<file path="config.mk">
export PLATFORM = sky130hd
export DESIGN_NAME = booth4_ctrl
export DESIGN_NICKNAME = d
export VERILOG_FILES = /design/src/rtl/booth4_ctrl.sv
export SDC_FILE = /design/constraint.sdc
export NUM_CORES = 1
export LEC_CHECK = 0
export ABC_AREA = 1
export BUFFER_PORTS_ARGS = -buffer_cell sky130_fd_sc_hd__buf_2
export CORE_MARGIN = 3
export CORE_UTILIZATION = 26
export DETAILED_ROUTE_END_ITERATION = 16
export MAX_ROUTING_LAYER = met4
export PLACE_DENSITY = 0.56
export SLEW_MARGIN = 10
export SYNTH_ARGS = -nofsm -noshare
export SYNTH_HDL_FRONTEND = slang
export SYNTH_SLANG_ARGS = --single-unit
</file>
<file path="constraint.sdc">
create_clock -name clk -period 1.21 [get_ports clk]
set_input_delay 0.0605 -clock clk [delete_from_list [all_inputs] [get_ports clk]]
set_output_delay 0.0605 -clock clk [all_outputs]
set_load 0.02 [all_outputs]
</file>
<file path="src/rtl/booth4_ctrl.sv">
// Sequencing controller for the 10x10 radix-4 Booth multiplier datapath.
// Issues load/clear, then ITER alternating ALU-load and shift-by-2 strobes, then a done pulse.
module booth4_ctrl #(
   parameter int ITER  = 5,
   parameter int CNT_W = 3
) (
   input  logic             clk,
   input  logic             rst,
   input  logic             start,
   input  logic             abort,
   output logic             ld_mcand,
   output logic             ld_mplier,
   output logic             clr_p,
   output logic             clr_qm1,
   output logic             ld_p,
   output logic             shift,
   output logic             busy,
   output logic             done,
   output logic [CNT_W-1:0] iter
);

   typedef enum logic [2:0] {
      S_IDLE,
      S_LOAD,
      S_ADD,
      S_SHIFT,
      S_DONE
   } state_t;

   localparam logic [CNT_W-1:0] ITER_C = CNT_W'(ITER);

   state_t           state, state_nx;
   logic [CNT_W-1:0] cnt, cnt_nx;
   logic [CNT_W-1:0] cnt_inc;

   always_ff @(posedge clk) begin
      if (rst) begin
         state <= S_IDLE;
         cnt   <= '0;
      end else begin
         state <= state_nx;
         cnt   <= cnt_nx;
      end
   end

   // Saturating increment: the count never passes ITER.
   assign cnt_inc = (cnt == ITER_C) ? cnt : cnt + CNT_W'(1);

   always_comb begin
      state_nx = state;
      cnt_nx   = cnt;
      case (state)
         S_IDLE: begin
            if (start) state_nx = S_LOAD;
         end
         S_LOAD: begin
            if (abort) begin
               state_nx = S_IDLE;
            end else begin
               cnt_nx   = '0;
               state_nx = S_ADD;
            end
         end
         S_ADD: begin
            state_nx = abort ? S_IDLE : S_SHIFT;
         end
         S_SHIFT: begin
            if (abort) begin
               state_nx = S_IDLE;
            end else begin
               cnt_nx   = cnt_inc;
               state_nx = (cnt_inc == ITER_C) ? S_DONE : S_ADD;
            end
         end
         S_DONE: begin
            state_nx = S_IDLE;
         end
         default: begin
            state_nx = S_IDLE;
         end
      endcase
   end

   // Moore decode: every output depends on the registered state alone.
   always_comb begin
      ld_mcand  = 1'b0;
      ld_mplier = 1'b0;
      clr_p     = 1'b0;
      clr_qm1   = 1'b0;
      ld_p      = 1'b0;
      shift     = 1'b0;
      busy      = 1'b0;
      done      = 1'b0;
      case (state)
         S_LOAD: begin
            ld_mcand  = 1'b1;
            ld_mplier = 1'b1;
            clr_p     = 1'b1;
            clr_qm1   = 1'b1;
            busy      = 1'b1;
         end
         S_ADD: begin
            ld_p = 1'b1;
            busy = 1'b1;
         end
         S_SHIFT: begin
            shift = 1'b1;
            busy  = 1'b1;
         end
         S_DONE: begin
            done = 1'b1;
         end
         default: begin
         end
      endcase
   end

   assign iter = cnt;

endmodule

</file>
==> impl_metrics.toml <==
[power]
p_leak_nw = 0.247
ir_drop_uv = 342
power_density_nw_per_um2 = 928

[route]
routedWlPerCell_microns = 9.77
drt_wl_total_microns = 860
drtIter0Drc = 7
first_pass_iters = 3
wl_met2_microns = 423
via_count = 406
top_layer = "met3"
drc_errors = 0
antenna_left = 0
wl_met1_microns = 394
met3_length_microns = 42
viasPerCell = 4.61

[global_routing]
grt_pass1_vias = 363
grt_remaining_overflow = 0
grt_max_degree = 7
grt_usage_pct = 10.0
antenna_found_initial = 0
grt_pass1_wl_microns = 1460

[synthesis]
synth_compound_gate_area_share_pct = 12.5
synth_cell_types = 19
synth_seq_area_share_pct = 30.7
synth_area_leader_cell = "dfxtp_1"
synth_top_area_share_pct = 30.7
avgSynthCellArea_sq_um = 6.87
yosys-top-cells-area = "dfxtp_1, nand2_1, inv_1"
yosys_warnings = 0
synthAdderAreaFrac_pct = 6.39
synthSimpleGateAreaFrac_pct = 35.1
synth_xor_area_share_pct = 0
synth_area_sq_um = 392
async_flop_share_pct = 0
synth_top_family_by_area = "simple AND/OR/NAND/NOR gates"
synth_common_cells = "nand2_1, inv_1, dfxtp_1"
post-synth-top-count-cell = "nand2_1"
synth-edff-count = 0
ys_seq_elements = 6
synthFlopType = "dfxtp_1"
syn-num-nets = 63
synthMuxAreaShare_pct = 0
synthCells = 57

[placement]
portBuffers = 14
pre_cts_slack_ns = 0.0194
gp_congestion = 0.708
postPlaceCellArea_sq_um = 475
dp_hpwl_microns = 678

[finish]
final_nets = 81
n_antenna_cell = 0
areaGrowthSynthToFinish_pct = 39.9
final_area_sq_um = 548
drive_above_1_share_pct = 56.2
post-route-util_pct = 40.6
filler_cell_count = 153

[floorplan]
dieHeight_microns = 44.8
pin_count = 15
die_w_microns = 44.8
start_util_pct = 29.0
fp-row-count = 13
dieArea_sq_um = 2010
core_sq_um = 1350

[cts]
clock-sinks = 6
post_cts_buffers = 0
numCtsBuffers = 3
clock_latency_ns = 0.24
cts_tree = "yes"
clock_path_buffers = 2
h-tree-depth = 1
post_cts_resized = 0
clk_pin_slew_worst_paths_ns = 0.05
hold_buffers = 0
cts-root-buf = "clkbuf_4"

[critical_path]
cp_cell_sequence = "inv_2, nand2_4, o21ai_0, buf_2"
critical_path_class = "reg2out"
cp_top_family = "flip-flops"
worstSetupStartpointType = "register"
worstRegToRegCells = 7
worstPathRequired_ns = 1.15
reg2reg_from = "iter[0]"
reg2reg_to = "state[1]"
startpoint = "state[2]"
path_max_fanout = 5
endpoint_kind = "output pin"
endpoint = "busy"
path_depth = 4
r2r_slack_ns = 0.05
critical_path.slowest_cell = "dfxtp_1"
crit_buf_inv = 2
max_stage_delay_ns = 0.43
cp.arrival_ns = 1.11

[timing]
setup_ws_ns = 0.0387
setup_viol = 0
tightest_slew_ns = 0.346
period_share_pct = 96.8
whs_ns = 0.0311
clock_skew_ns = 0.000964
hold_viol_final = 0
max_slew_margin_pct = 76.7
fmax_mhz = 854
rsz0062_at_grt = "yes"
period_needed_ns = 1.17
finalMaxSlewViolations = 0

[status]
status = "finished, final reports clean"

[job]
maxCapViolations = 0

[worst_hold_path]
min_path_type = "in2reg"
-- how the worst min path moves through the flow --
stage | start | to | depth (start not counted) | slack, ns
after global placement | rst | iter[1] | 2 | 0.29
after CTS | rst | iter[1] | 2 | 0.04
after floorplan | rst | iter[0] | 1 | 0.12
after global routing | rst | state[1] | 2 | 0.03
final | rst | state[1] | 2 | 0.03
after detailed placement | rst | iter[1] | 2 | 0.29
-- state kept, by name, summed over array words and instances (netlist names) --
signal / cells
iter: 3
state: 3
-- cell families (layout without fill, tap and decap cells) --
family                     Yosys count  count (layout)
AOI/OAI and AO/OA                    8               8
adders and majority gates            2               2
DFF                                  6               6
buffers and inverters               13              29
and+or+nand+nor                     28              28
-- per-layer routing --
layer / up-vias / GRT usage, %
met2: 9 / 16.0
met3: 0 / 4.78
met5: - / -
met4: 0 / 1.75
li1: 209 / -
met1: 188 / 11.6
-- worst register-to-register path, delay by kind of cell (launching register included) --
family | cells | cell delay (ns)
simple gates | 4 | 0.35
flops | 1 | 0.36
fa+ha+maj | 1 | 0.21
compound gates | 1 | 0.05
buf+inv | 1 | 0.07
-- cell type report --
type / count / area, sq um / share of cell area (%)
inverter: 10 / 37.5 / 6.85
clock buffer: 3 / 22.5 / 4.11
timing repair buffer: 16 / 87.6 / 16.0
tap: 15 / 18.8 / 3.42
sequential: 6 / 126 / 23.1
multi-input combinational: 38 / 255 / 46.6
-- cell usage in the layout, fill, tap and decap left out, drive strengths merged --
cell,instances
nand3,3
clkbuf,3
ha,2
dfxtp,6
o31ai,1
nor3,2
inv,10
a21oi,3
buf,16
nor3b,1
o21a,1
nand2,15
nor2,7
o21ai,3
-- per-stage QoR --
| step | setup TNS [ns] | total power, W | instances |
|---|---|---|---|
| 2_1_floorplan | 0 | 0.000299 | 57 |
| 4_1_cts | 0 | 0.000509 | 88 |
| 6_report | 0 | 0.000509 | 88 |
| 3_3_place_gp | 0 | 0.000318 | 85 |
| 5_1_grt | -0.140 | 0.000554 | 88 |
| 3_5_place_dp | 0 | 0.000319 | 85 |
-- power breakdown --
part | switching [W] | internal [W]
clock network | 0.0000741 | 0.000112
registers | 0.00000830 | 0.000202
logic | 0.0000727 | 0.0000388
No activity file was read; power rests on OpenSTA's default activity.
